===== src/rtl/digit_scan_ctrl.sv =====
// Scan controller for the 4-position 7-segment display: digit select, active-low anodes,
// anti-ghosting guard and blink masking. Define SCAN_SKIP_BLANK_EN to scan only digits 0..2.
module digit_scan_ctrl #(
    parameter int CLK_HZ    = 100000000,
    parameter int SCAN_HZ   = 1000,
    parameter int GUARD_CYC = 16,
    parameter int BLINK_HZ  = 2
) (
    input  logic       clk,
    input  logic       rst_n,
    input  logic       en,
    input  logic [2:0] blink_mask,
    output logic [1:0] sel,
    output logic [3:0] an,
    output logic       slot_start,
    output logic       blink_phase
);

    localparam int DIV  = CLK_HZ / SCAN_HZ;
    localparam int HALF = CLK_HZ / (2 * BLINK_HZ);
    localparam int CW   = (DIV > 1) ? $clog2(DIV) : 1;
    localparam int BW   = (HALF > 1) ? $clog2(HALF) : 1;

    localparam logic [CW-1:0] CNT_LAST   = CW'(DIV - 1);
    localparam logic [CW-1:0] CNT_GUARD  = CW'(GUARD_CYC);
    localparam logic [BW-1:0] BLINK_LAST = BW'(HALF - 1);

`ifdef SCAN_SKIP_BLANK_EN
    localparam logic [1:0] SEL_LAST = 2'd2;
`else
    localparam logic [1:0] SEL_LAST = 2'd3;
`endif

    typedef enum logic {
        GUARD,
        DRIVE
    } state_t;

    state_t          state, state_next;
    logic [CW-1:0]   cnt, cnt_next;
    logic [1:0]      sel_next;
    logic [BW-1:0]   bcnt, bcnt_next;
    logic            phase_next;
    logic [3:0]      an_next;
    logic            slot_next;
    logic [3:0]      mask4;
    logic            hidden;

    always_ff @(posedge clk) begin
        if (!rst_n) begin
            state       <= GUARD;
            cnt         <= '0;
            sel         <= 2'd0;
            bcnt        <= '0;
            blink_phase <= 1'b1;
            an          <= 4'b1111;
            slot_start  <= 1'b0;
        end else begin
            state       <= state_next;
            cnt         <= cnt_next;
            sel         <= sel_next;
            bcnt        <= bcnt_next;
            blink_phase <= phase_next;
            an          <= an_next;
            slot_start  <= slot_next;
        end
    end

    // Outputs are computed from the next-cycle state so the registered an/slot_start
    // line up with the cnt/sel/blink_phase values visible in the same cycle.
    always_comb begin
        state_next = state;
        cnt_next   = cnt;
        sel_next   = sel;
        slot_next  = 1'b0;
        an_next    = 4'b1111;
        bcnt_next  = bcnt + 1'b1;
        phase_next = blink_phase;
        mask4      = {1'b0, blink_mask};
        hidden     = 1'b0;

        if (bcnt == BLINK_LAST) begin
            bcnt_next  = '0;
            phase_next = ~blink_phase;
        end

        if (en) begin
            if (cnt == CNT_LAST) begin
                cnt_next   = '0;
                sel_next   = (sel == SEL_LAST) ? 2'd0 : sel + 2'd1;
                state_next = GUARD;
                slot_next  = 1'b1;
            end else begin
                cnt_next = cnt + 1'b1;
                if (cnt_next == CNT_GUARD) begin
                    state_next = DRIVE;
                end
            end
        end

        // Position 3 has no mask bit, so it is never hidden by blinking.
        hidden = mask4[sel_next] && !phase_next;

        if (en && state_next == DRIVE && !hidden) begin
            an_next = ~(4'b0001 << sel_next);
        end
    end

endmodule


===== config.mk =====
export PLATFORM = sky130hd
export DESIGN_NAME = digit_scan_ctrl
export DESIGN_NICKNAME = d
export VERILOG_FILES = /design/src/rtl/digit_scan_ctrl.sv
export SDC_FILE = /design/constraint.sdc
export NUM_CORES = 1
export LEC_CHECK = 0
export CORE_AREA = 8 8 83 85
export DETAILED_ROUTE_END_ITERATION = 10
export DIE_AREA = 0 0 91 93
export PLACE_DENSITY = 0.67
export SYNTH_ARGS = -nofsm -noshare
export SYNTH_HDL_FRONTEND = slang
export SYNTH_SLANG_ARGS = --single-unit

===== constraint.sdc =====
create_clock -name clk -period 4.4 [get_ports clk]
set_clock_uncertainty 0.15 [all_clocks]
set_input_delay 0.88 -clock clk [delete_from_list [all_inputs] [get_ports clk]]
set_output_delay 0.88 -clock clk [all_outputs]
set_load 0.05 [all_outputs]

==> summary.md, run 1 <==
| Metric | Value |
|---|---|
| Nets@finish | 322 |
| Worst Max-Slew Pin Slew | 906.0 ps |
| Final min period | 2657 ps |
| Hold path cells | 1 |
| Kind of critical path | flop to primary output |
| Worst-path maximum fanout | 5 |
| Placed instance count | 381 |
| Mean Syn Cell Area | 8.637 um^2 |
| First-pass GRT wire length | 9149 um |
| Leakage | 1.038 nW |
| Post-CTS Resized | 0 |
| Final Slew Violations | 0 |
| Grt total ovfl | 0 |
| Global router's overall resource usage | 13.12% |
| Most frequent cells in the layout | dfxtp_1, nor2_1, nand2_1 |
| Period utilization | 60.39% |
| Setup crit start kind | flop |
| CTS tree | yes |
| Area Overhead vs Synth | 7.944% |
| Total core area | 5675 um^2 |
| Number of buffers and inverters on the critical path | 1 |
| Pre-antenna DRT Iters | 5 |
| Worst Hold Class | flop to flop |
| Largest net degree at the start of global routing | 25 |
| Vias per std cell | 5.580 |
| Max clock buf depth | 2 |
| Share of power burned in combinational logic | 3.3% |
| Setup Viol. Count Final | 0 |
| Critical path data required time | 3370 ps |
| CP Depth | 1 |
| Post-synth net total | 319 |
| Clock buffer count from CTS | 5 |
| Switching part of the total | 21.11% |
| Worst-path clk slew | 90 ps |
| Clk root buf | clkbuf_8 |
| Power density cells | 281.3 nW/um^2 |
| Crit-path cells | clkdlybuf4s50_1 |
| # diodes | 0 |
| Port bufs | 13 |
| Yosys top cell area share | 38.13% |
| Critical hold path startpoint | bcnt[0]$_SDFF_PP0_ |
| IO Count | 14 |
| Placed Area | 2784 um^2 |
| Die area | 8463 um^2 |
| Starting DRT DRC Count | 231 |
| Async SR Flop Fraction | 0% |
| RSZ-0062 raised after global routing | no |
| FF-to-FF Start | cnt[1]$_SDFFE_PN0P_ |
| Sequential power share | 57.8% |
| Worst r2r dst | an[0]$_SDFF_PN1_ |
| Fraction of layout cells with a size suffix above 1 | 7.987% |
| Synth cell types | 52 |
| Initial Utilization | 47.18% |
| Post-CTS setup buffer count | 0 |
| Cell accounting for the most synthesized area | dfxtp_1 |
| Row Count | 28 |
| Clock power share | 38.9% |
| DIE WIDTH | 91 um |
| Remaining antenna violation count | 0 |
| Final WL | 5348 um |
| CP max stage delay | 860 ps |
| DRC | 0 |
| Hpwl dp | 3763 um |
| Final Core Density | 50.93% |
| Cells after Synth | 310 |
| Yosys warnings | 0 |
| Cell Count, Final, Fillers Out | 388 |
| Crit path launch | sel[0]$_SDFF_PN0_ |
| Sequential area share after synthesis | 38.13% |
| Worst-Skew Late Latency | 300 ps |
| Die height | 93 um |
| Cts hold-fix bufs | 0 |
| FMAX | 376.4 MHz |
| Initial antenna violation count | 0 |
| Status | finished, final reports clean |
| EDFF count, synth | 0 |
| Final Wtd Congestion | 0.9241 |
| Top delay family on crit path | buffers and inverters |
| H-tree levels | 2 |
| Most common cell after layout, fill and taps aside | dfxtp_1 |
| Reg2reg path depth | 7 |
| Area of the mapped netlist | 2678 um^2 |
| Top_reg_cell synth | dfxtp_1 |
| Setup TNS | 0 ps |
| Synthesized flop and latch total | 51 |
| Flop-to-flop setup slack | 1790 ps |
| Final Hold Viols | 0 |
| Clock Sinks | 51 |
| Drt wl/cell | 13.78 um |
| Critical path arrival | 1630 ps |
| Maximum vdd drop | 0.1851 mV |
| NetSw | 0.0001716 W |
| Via count | 2165 |
| Max_cap viols | 0 |
| Kind of end point of the critical path | primary output |
| Top cells by area, synth | dfxtp_1, xor2_1, nor2_1 |
| Critical Path End | sel[0] |
| Worst slew margin | 39.60% |
| Worst path slowest cell | clkdlybuf4s50_1 |
| Finished Cell Area | 2890 um^2 |
| Int Pwr | 0.0006413 W |
| Vias in the first global route | 1918 |
[cell families after synthesis]
| group | after synthesis | synth area share, % |
|---|---|---|
| DFF | 51 | 38.13 |
| buffers and inverters | 22 | 5.233 |
| xor gates and xnor gates | 34 | 11.12 |
| AOI/OAI and AO/OA | 31 | 7.523 |
| muxes | 5 | 2.477 |
| adders and majority gates | 3 | 1.402 |
| and+or+nand+nor | 164 | 34.11 |
[state kept, by name, summed over array words and instances (netlist names)]
name,count
sel,2
state,1
blink_phase,1
an,4
bcnt,25
cnt,17
slot_start,1
[cells in the mapped netlist, types with 2 or more instances]
library cell  count
buf_6             3
inv_1             4
nor3b_1           2
nor4_1            5
xnor2_1          11
a31oi_1           2
buf_4             5
nand4_2           2
nand4_1          14
dfxtp_1          51
buf_2             5
nand3_1          20
nor2_1           44
mux2i_1           3
xor2_1           23
clkbuf_1          4
o211ai_1          2
nor4_4            2
o21ai_0           5
a21oi_1          11
a21o_1            2
nand4b_1          4
or3_1             3
nand2_1          28
a21boi_0          2
and3_1           15
ha_1              3
and4_1            4
nor3_1            8
[final cells by class]
| type | count | area [um^2] |
|---|---|---|
| flip-flops and latches | 51 | 1021 |
| clock buffers | 5 | 68.82 |
| inverters | 4 | 15.01 |
| fillers | 549 | 2785 |
| repair buffers | 14 | 137.6 |
| multi-input cells | 237 | 1516 |
| clock inverters | 2 | 37.54 |
| well taps | 75 | 93.84 |
[metal layers]
| metal | part of all wire (%) | global-route usage [%] | vias up |
|---|---|---|---|
| li1 | - | - | 1098 |
| met1 | 50 | 17.94 | 1013 |
| met2 | 42 | 18.44 | 49 |
| met3 | 5.8 | 3.926 | 5 |
| met4 | 1.5 | 6.003 | 0 |
| met5 | 0 | 0 | - |
[power by group through the flow]
stage	clock network, W	logic, W	registers, W
5_1_grt	0.000346	0.0000302	0.000471
3_3_place_gp	0	0.0000271	0.000481
6_report	0.000316	0.0000271	0.000470
3_5_place_dp	0	0.0000272	0.000481
2_1_floorplan	0	0.0000202	0.000478
4_1_cts	0.000330	0.0000273	0.000470
[worst min-delay path by stage]
stage	to	slack [ps]
4_1_cts	bcnt[0]$_SDFF_PP0_	300
6_report	bcnt[0]$_SDFF_PP0_	300
3_3_place_gp	bcnt[0]$_SDFF_PP0_	280
3_5_place_dp	bcnt[0]$_SDFF_PP0_	280
2_1_floorplan	bcnt[0]$_SDFF_PP0_	260
5_1_grt	bcnt[0]$_SDFF_PP0_	340
[metrics by stage]
| stage | setup slack, ps | power, W | hold WS (ps) |
|---|---|---|---|
| after CTS | 1712 | 0.0008277 | 298.0 |
| after floorplan | 2197 | 0.0004985 | 263.2 |
| final | 1743 | 0.0008130 | 298.5 |
| after detailed placement | 1739 | 0.0005079 | 283.6 |
| after global routing | 1569 | 0.0008469 | 337.6 |
| after global placement | 1748 | 0.0005077 | 280.3 |
Power figures use the tool's default switching activity.
==> run 2: changes to the inputs <==
clock period = 2.45 ns   (was 4.4 ns; I/O delays follow)
==> summary.md, run 2 (synthesized netlist as in run 1, its figures left out) <==
| Metric | Value |
|---|---|
| Status | finished, final reports clean |
| FMAX | 439.2 MHz |
| Sequential power share | 55.1% (-2.7 points) |
| Top reg by flops | bcnt |
| Total core area | 5675 um^2 (unchanged) |
| Largest net degree at the start of global routing | 25 (unchanged) |
| Worst-path maximum fanout | 5 (unchanged) |
| CP Depth | 1 (unchanged) |
| Flop-to-flop setup slack | 260 ps (-1530 ps) |
| Worst slack at placement | 270.7 ps (-1469 ps) |
| Cell Count, Final, Fillers Out | 399 (+2.8%) |
| Clk root buf | clkbuf_8 |
| Worst Max-Slew Pin Slew | 504.8 ps (-401.2 ps) |
| Kind of end point of the critical path | primary output |
| Worst path slowest cell | clkdlybuf4s50_1 |
| CP max stage delay | 860 ps (about the same) |
| Period utilization | 92.93% |
| Flip-flop count of the largest register after layout | 25 (unchanged) |
| Placed instance count | 391 (+2.6%) |
| Vias per std cell | 5.486 (-1.7%) |
| NetSw | 0.0003274 W (+91%) |
| # diodes | 0 (unchanged) |
| Share of power burned in combinational logic | 4.1% (+0.8 points) |
| DRC | 0 (unchanged) |
| Remaining antenna violation count | 0 (unchanged) |
| Final Wtd Congestion | 0.8957 (-3.1%) |
| Final Slew Violations | 0 (unchanged) |
| Critical path arrival | 1640 ps (about the same) |
| Row Count | 28 (unchanged) |
| Fraction of layout cells with a size suffix above 1 | 11.11% (+3.1 points) |
| Int Pwr | 0.001197 W (+87%) |
| Initial Utilization | 47.18% (unchanged) |
| Area Overhead vs Synth | 11.31% |
| First-pass GRT wire length | 9604 um (+5.0%) |
| Critical hold path startpoint | bcnt[0]$_SDFF_PP0_ |
| Number of buffers and inverters on the critical path | 1 (unchanged) |
| Kind of critical path | flop to primary output |
| Final worst slack | 173.2 ps (-1570 ps) |
| Initial antenna violation count | 0 (unchanged) |
| Max clock buf depth | 2 (unchanged) |
| Cts hold-fix bufs | 0 (unchanged) |
| Hpwl dp | 4001 um (+6.3%) |
| Reg2reg path depth | 7 (unchanged) |
| CTS tree | yes |
| Drt wl/cell | 13.72 um (-0.47%) |
| RSZ-0062 raised after global routing | no |
| Worst slew margin | 66.24% (+27 points) |
| Worst r2r dst | an[1]$_SDFF_PN1_ |
| Nets@finish | 332 (+3.1%) |
| Global router's overall resource usage | 13.80% (+0.68 points) |
| Setup TNS | 0 ps (unchanged) |
| Most frequent cells in the layout | dfxtp_1, nor2_1, nand2_1 |
| Biggest regs | bcnt: 25 flops, cnt: 17 flops, an: 4 flops |
| Worst Hold Class | flop to flop |
| Hold Path Sink | bcnt[0]$_SDFF_PP0_ |
| Fill cells | 550 (+0.18%) |
| Post-CTS setup buffer count | 0 (unchanged) |
| Crit-path cells | clkdlybuf4s50_1 |
| Clock buffer count from CTS | 5 (unchanged) |
| DIE WIDTH | 91 um (unchanged) |
| Power, Total | 0.001524 W (+88%) |
| Via count | 2189 (+1.1%) |
| Worst-Skew Late Latency | 310 ps (about the same) |
| Power density cells | 511.5 nW/um^2 (+82%) |
| IO Count | 14 (unchanged) |
| Starting DRT DRC Count | 196 (-15%) |
| Hold path cells | 1 (unchanged) |
| Post-CTS Resized | 0 (unchanged) |
| Clock power share | 40.8% (+1.9 points) |
| Final WL | 5474 um (+2.4%) |
| Top delay family on crit path | buffers and inverters |
| Grt total ovfl | 0 (unchanged) |
| Die height | 93 um (unchanged) |
| Switching part of the total | 21.48% (+0.37 points) |
| Worst-path clk slew | 100 ps (about the same) |
| Final Hold Viols | 0 (unchanged) |
| Setup Viol. Count Final | 0 (unchanged) |
| Maximum vdd drop | 0.3163 mV (+71%) |
| Max_cap viols | 0 (unchanged) |
| Pre-antenna DRT Iters | 5 (unchanged) |
| H-tree levels | 2 (unchanged) |
| Vias in the first global route | 1963 (+2.3%) |
| Final Core Density | 52.51% (+1.6 points) |
| Critical path data required time | 1810 ps (-1560 ps) |
| Clock Sinks | 51 (unchanged) |
| Setup crit start kind | flop |
| Most common cell after layout, fill and taps aside | dfxtp_1 |
| Die area | 8463 um^2 (unchanged) |
| FF-to-FF Start | cnt[0]$_SDFFE_PN0P_ |
| Port bufs | 13 (unchanged) |
| Final min period | 2277 ps |
| Leakage | 1.102 nW (+6.1%) |
run 2: cell count changes in the layout (fill, tap and decap cells not counted):
cell | before | now
buf_4 | 1 | 11
clkbuf_8 | 5 | 6
clkinvlp_4 | 1 | 0
inv_6 | 0 | 1
run 2: layout make-up:
class / instances / area (um^2) / area share (%)
multi-input combinational: 237 / 1516 / 50.88
sequential: 51 / 1021 / 34.26
timing repair buffer: 24 / 212.7 / 7.137
tap: 75 / 93.84 / 3.149
clock buffer: 6 / 82.58 / 2.771
clock inverter: 2 / 38.79 / 1.301
inverter: 4 / 15.01 / 0.5038
run 2: per-stage QoR:
step           hold WS, ps  cell area [um^2]
6_report             300.5              2980
5_1_grt              328.3              2980
4_1_cts              303.2              2980
3_5_place_dp         288.7              2859
3_3_place_gp         277.8              2859
2_1_floorplan        263.2              2678
run 2: worst max path at each step:
stage                                   start               end  slack, ps
after global placement                     en  state$_SDFF_PN0_        300
after detailed placement                   en  state$_SDFF_PN0_        270
after global routing        sel[0]$_SDFF_PN0_            sel[0]        100
after CTS                   sel[0]$_SDFF_PN0_            sel[0]        160
after floorplan           cnt[1]$_SDFFE_PN0P_  an[0]$_SDFF_PN1_        250
final                       sel[0]$_SDFF_PN0_            sel[0]        170
run 2: power by group through the flow:
stage          logic (W)  registers (W)  clock network, W
5_1_grt        0.0000697       0.000841          0.000680
6_report       0.0000627       0.000839          0.000622
3_5_place_dp   0.0000626       0.000859                 0
3_3_place_gp   0.0000627       0.000859                 0
2_1_floorplan  0.0000363       0.000859                 0
4_1_cts        0.0000629       0.000840          0.000643
run 2: routing by layer:
layer	GRT usage, %	wire, um	share of wire, %	vias to the layer above
li1	-	-	-	1116
met1	19.59	2815	51	1017
met2	19.29	2255	41	49
met3	3.846	330	6.0	7
met4	5.048	72	1.3	0
met5	0	0	0	-
==> run 3: changes to the inputs <==
CORE_AREA = 8 8 77 79   (was 8 8 83 85)
DIE_AREA = 0 0 85 87   (was 0 0 91 93)
PLACE_DENSITY = 0.77   (was 0.67)
==> summary.md, run 3 (synthesized netlist as in run 1, its figures left out) <==
| Metric | Value |
|---|---|
| Hold WS | 301.3 ps (+0.7940 ps) |
| Setup TNS | 0 ps (unchanged) |
| Remaining antenna violation count | 0 (unchanged) |
| H-tree levels | 2 (unchanged) |
| Final Wtd Congestion | 0.9429 (+5.3%) |
| Row Count | 26 (-7.1%) |
| Most frequent cells in the layout | dfxtp_1, nor2_1, nand2_1 |
| Fraction of layout cells with a size suffix above 1 | 10.00% (-1.1 points) |
| Worst-path clk slew | 100 ps (about the same) |
| Critical path data required time | 2560 ps (+750 ps) |
| Worst-Skew Late Latency | 310 ps (about the same) |
| Vias in the first global route | 1989 (+1.3%) |
| Clk root buf | clkbuf_8 |
| Fill cells | 435 (-21%) |
| Leakage | 1.080 nW (-1.9%) |
| Biggest regs | bcnt: 25 flops, cnt: 17 flops, an: 4 flops |
| Starting DRT DRC Count | 194 (-1.0%) |
| Port bufs | 13 (unchanged) |
| Max clock buf depth | 2 (unchanged) |
| Grt total ovfl | 0 (unchanged) |
| Initial antenna violation count | 0 (unchanged) |
| Number of buffers and inverters on the critical path | 0 (-1) |
| Crit-path cells | nand4_2 -> nor4_1 -> xnor2_1 -> a21boi_0 -> a41o_1 -> and3_1 |
| Max_cap viols | 0 (unchanged) |
| Hold Path Sink | bcnt[0]$_SDFF_PP0_ |
| Initial Utilization | 55.24% (+8.1 points) |
| Pre-antenna DRT Iters | 4 (-1) |
| Worst Max-Slew Pin Slew | 498.3 ps (-6.524 ps) |
| Power density cells | 521.9 nW/um^2 (+2.0%) |
| Final Slew Violations | 0 (unchanged) |
| RSZ-0062 raised after global routing | no |
| Worst r2r dst | state$_SDFF_PN0_ |
| Top reg by flops | bcnt |
| Period utilization | 94.08% (+1.1 points) |
| Kind of end point of the critical path | flop |
| Via count | 2218 (+1.3%) |
| Hold path cells | 1 (unchanged) |
| CP max stage delay | 510 ps (-350 ps) |
| Hpwl dp | 3940 um (-1.5%) |
| FF-to-FF Start | cnt[3]$_SDFFE_PN0P_ |
| Worst Hold Class | flop to flop |
| Maximum vdd drop | 0.3049 mV (-3.6%) |
| Die area | 7395 um^2 (-13%) |
| Final WL | 5387 um (-1.6%) |
| Final min period | 2305 ps (+28.10 ps) |
| Post-CTS Resized | 0 (unchanged) |
| Total core area | 4847 um^2 (-15%) |
| Post-CTS setup buffer count | 0 (unchanged) |
| Reg2reg path depth | 6 (-1) |
| Setup Viol. Count Final | 0 (unchanged) |
| Cts hold-fix bufs | 0 (unchanged) |
| Flop-to-flop setup slack | 150 ps (-110 ps) |
| Die height | 87 um (-6.5%) |
| FMAX | 433.9 MHz (-1.2%) |
| Worst slew margin | 66.47% (+0.23 points) |
| Vias per std cell | 5.899 (+7.5%) |
| Worst-path maximum fanout | 10 (+5) |
| Largest net degree at the start of global routing | 25 (unchanged) |
| Most common cell after layout, fill and taps aside | dfxtp_1 |
| First-pass GRT wire length | 9170 um (-4.5%) |
| Worst path slowest cell | dfxtp_1 |
| Nets@finish | 328 (-1.2%) |
| # diodes | 0 (unchanged) |
| Critical path arrival | 2420 ps (+780 ps) |
| Area Overhead vs Synth | 9.299% |
| Clock buffer count from CTS | 5 (unchanged) |
| Kind of critical path | flop to flop |
| Top delay family on crit path | simple AND/OR/NAND/NOR gates |
| CTS tree | yes |
| DIE WIDTH | 85 um (-6.6%) |
| Clock Sinks | 51 (unchanged) |
| Critical hold path startpoint | bcnt[0]$_SDFF_PP0_ |
| IO Count | 14 (unchanged) |
| Flip-flop count of the largest register after layout | 25 (unchanged) |
| Final Hold Viols | 0 (unchanged) |
| Setup crit start kind | flop |
| DRC | 0 (unchanged) |
| Drt wl/cell | 14.33 um (+4.4%) |
| Status | finished, final reports clean |
| Global router's overall resource usage | 15.13% (+1.3 points) |
[run 3: metal layers]
| metal | vias up | share of wire [%] | GRT usage [%] | wire length (um) |
|---|---|---|---|---|
| met4 | 0 | 2.0 | 6.149 | 109 |
| met3 | 10 | 6.0 | 3.679 | 322 |
| li1 | 1103 | - | - | - |
| met2 | 70 | 46 | 24.50 | 2479 |
| met5 | - | 0 | 0 | 0 |
| met1 | 1035 | 46 | 18.76 | 2476 |
[run 3: power by group]
| part | internal, W | switching, W | leakage, nW | total, W |
|---|---|---|---|---|
| logic | 0.0000246 | 0.0000364 | 0.607 | 0.0000611 |
| clock network | 0.000336 | 0.000290 | 0.0618 | 0.000626 |
| registers | 0.000835 | 0.00000485 | 0.412 | 0.000840 |
[run 3: how the worst max path moves through the flow]
stage | from | end | slack, ps | cells after the start
after floorplan | cnt[1]$_SDFFE_PN0P_ | an[0]$_SDFF_PN1_ | 250 | 7
after global placement | cnt[3]$_SDFFE_PN0P_ | state$_SDFF_PN0_ | 290 | 6
after detailed placement | cnt[3]$_SDFFE_PN0P_ | state$_SDFF_PN0_ | 190 | 6
after CTS | sel[0]$_SDFF_PN0_ | sel[0] | 150 | 1
after global routing | cnt[3]$_SDFFE_PN0P_ | state$_SDFF_PN0_ | 30 | 6
final | cnt[3]$_SDFFE_PN0P_ | state$_SDFF_PN0_ | 150 | 6
[run 3: area by class of cell]
| type | instances | area, um^2 | area share (%) |
|---|---|---|---|
| clock buffer | 6 | 82.58 | 2.822 |
| tap | 56 | 70.07 | 2.394 |
| sequential | 51 | 1021 | 34.89 |
| inverter | 4 | 15.01 | 0.5130 |
| clock inverter | 2 | 38.79 | 1.325 |
| multi-input combinational | 237 | 1516 | 51.82 |
| timing repair buffer | 20 | 182.7 | 6.242 |
[run 3: per-stage QoR]
stage               utilization [%]  power (W)  worst slack [ps]  cell area, um^2  cells
detailed placement            57.87  0.0009203             190.9             2805    368
floorplan                         -  0.0008953             247.1             2678    310
finish                        60.38   0.001527             145.1             2927    376
global route                  60.38   0.001587             30.30             2927    376
global placement              57.87  0.0009179             293.2             2805    368
CTS                           60.38   0.001539             145.5             2927    376
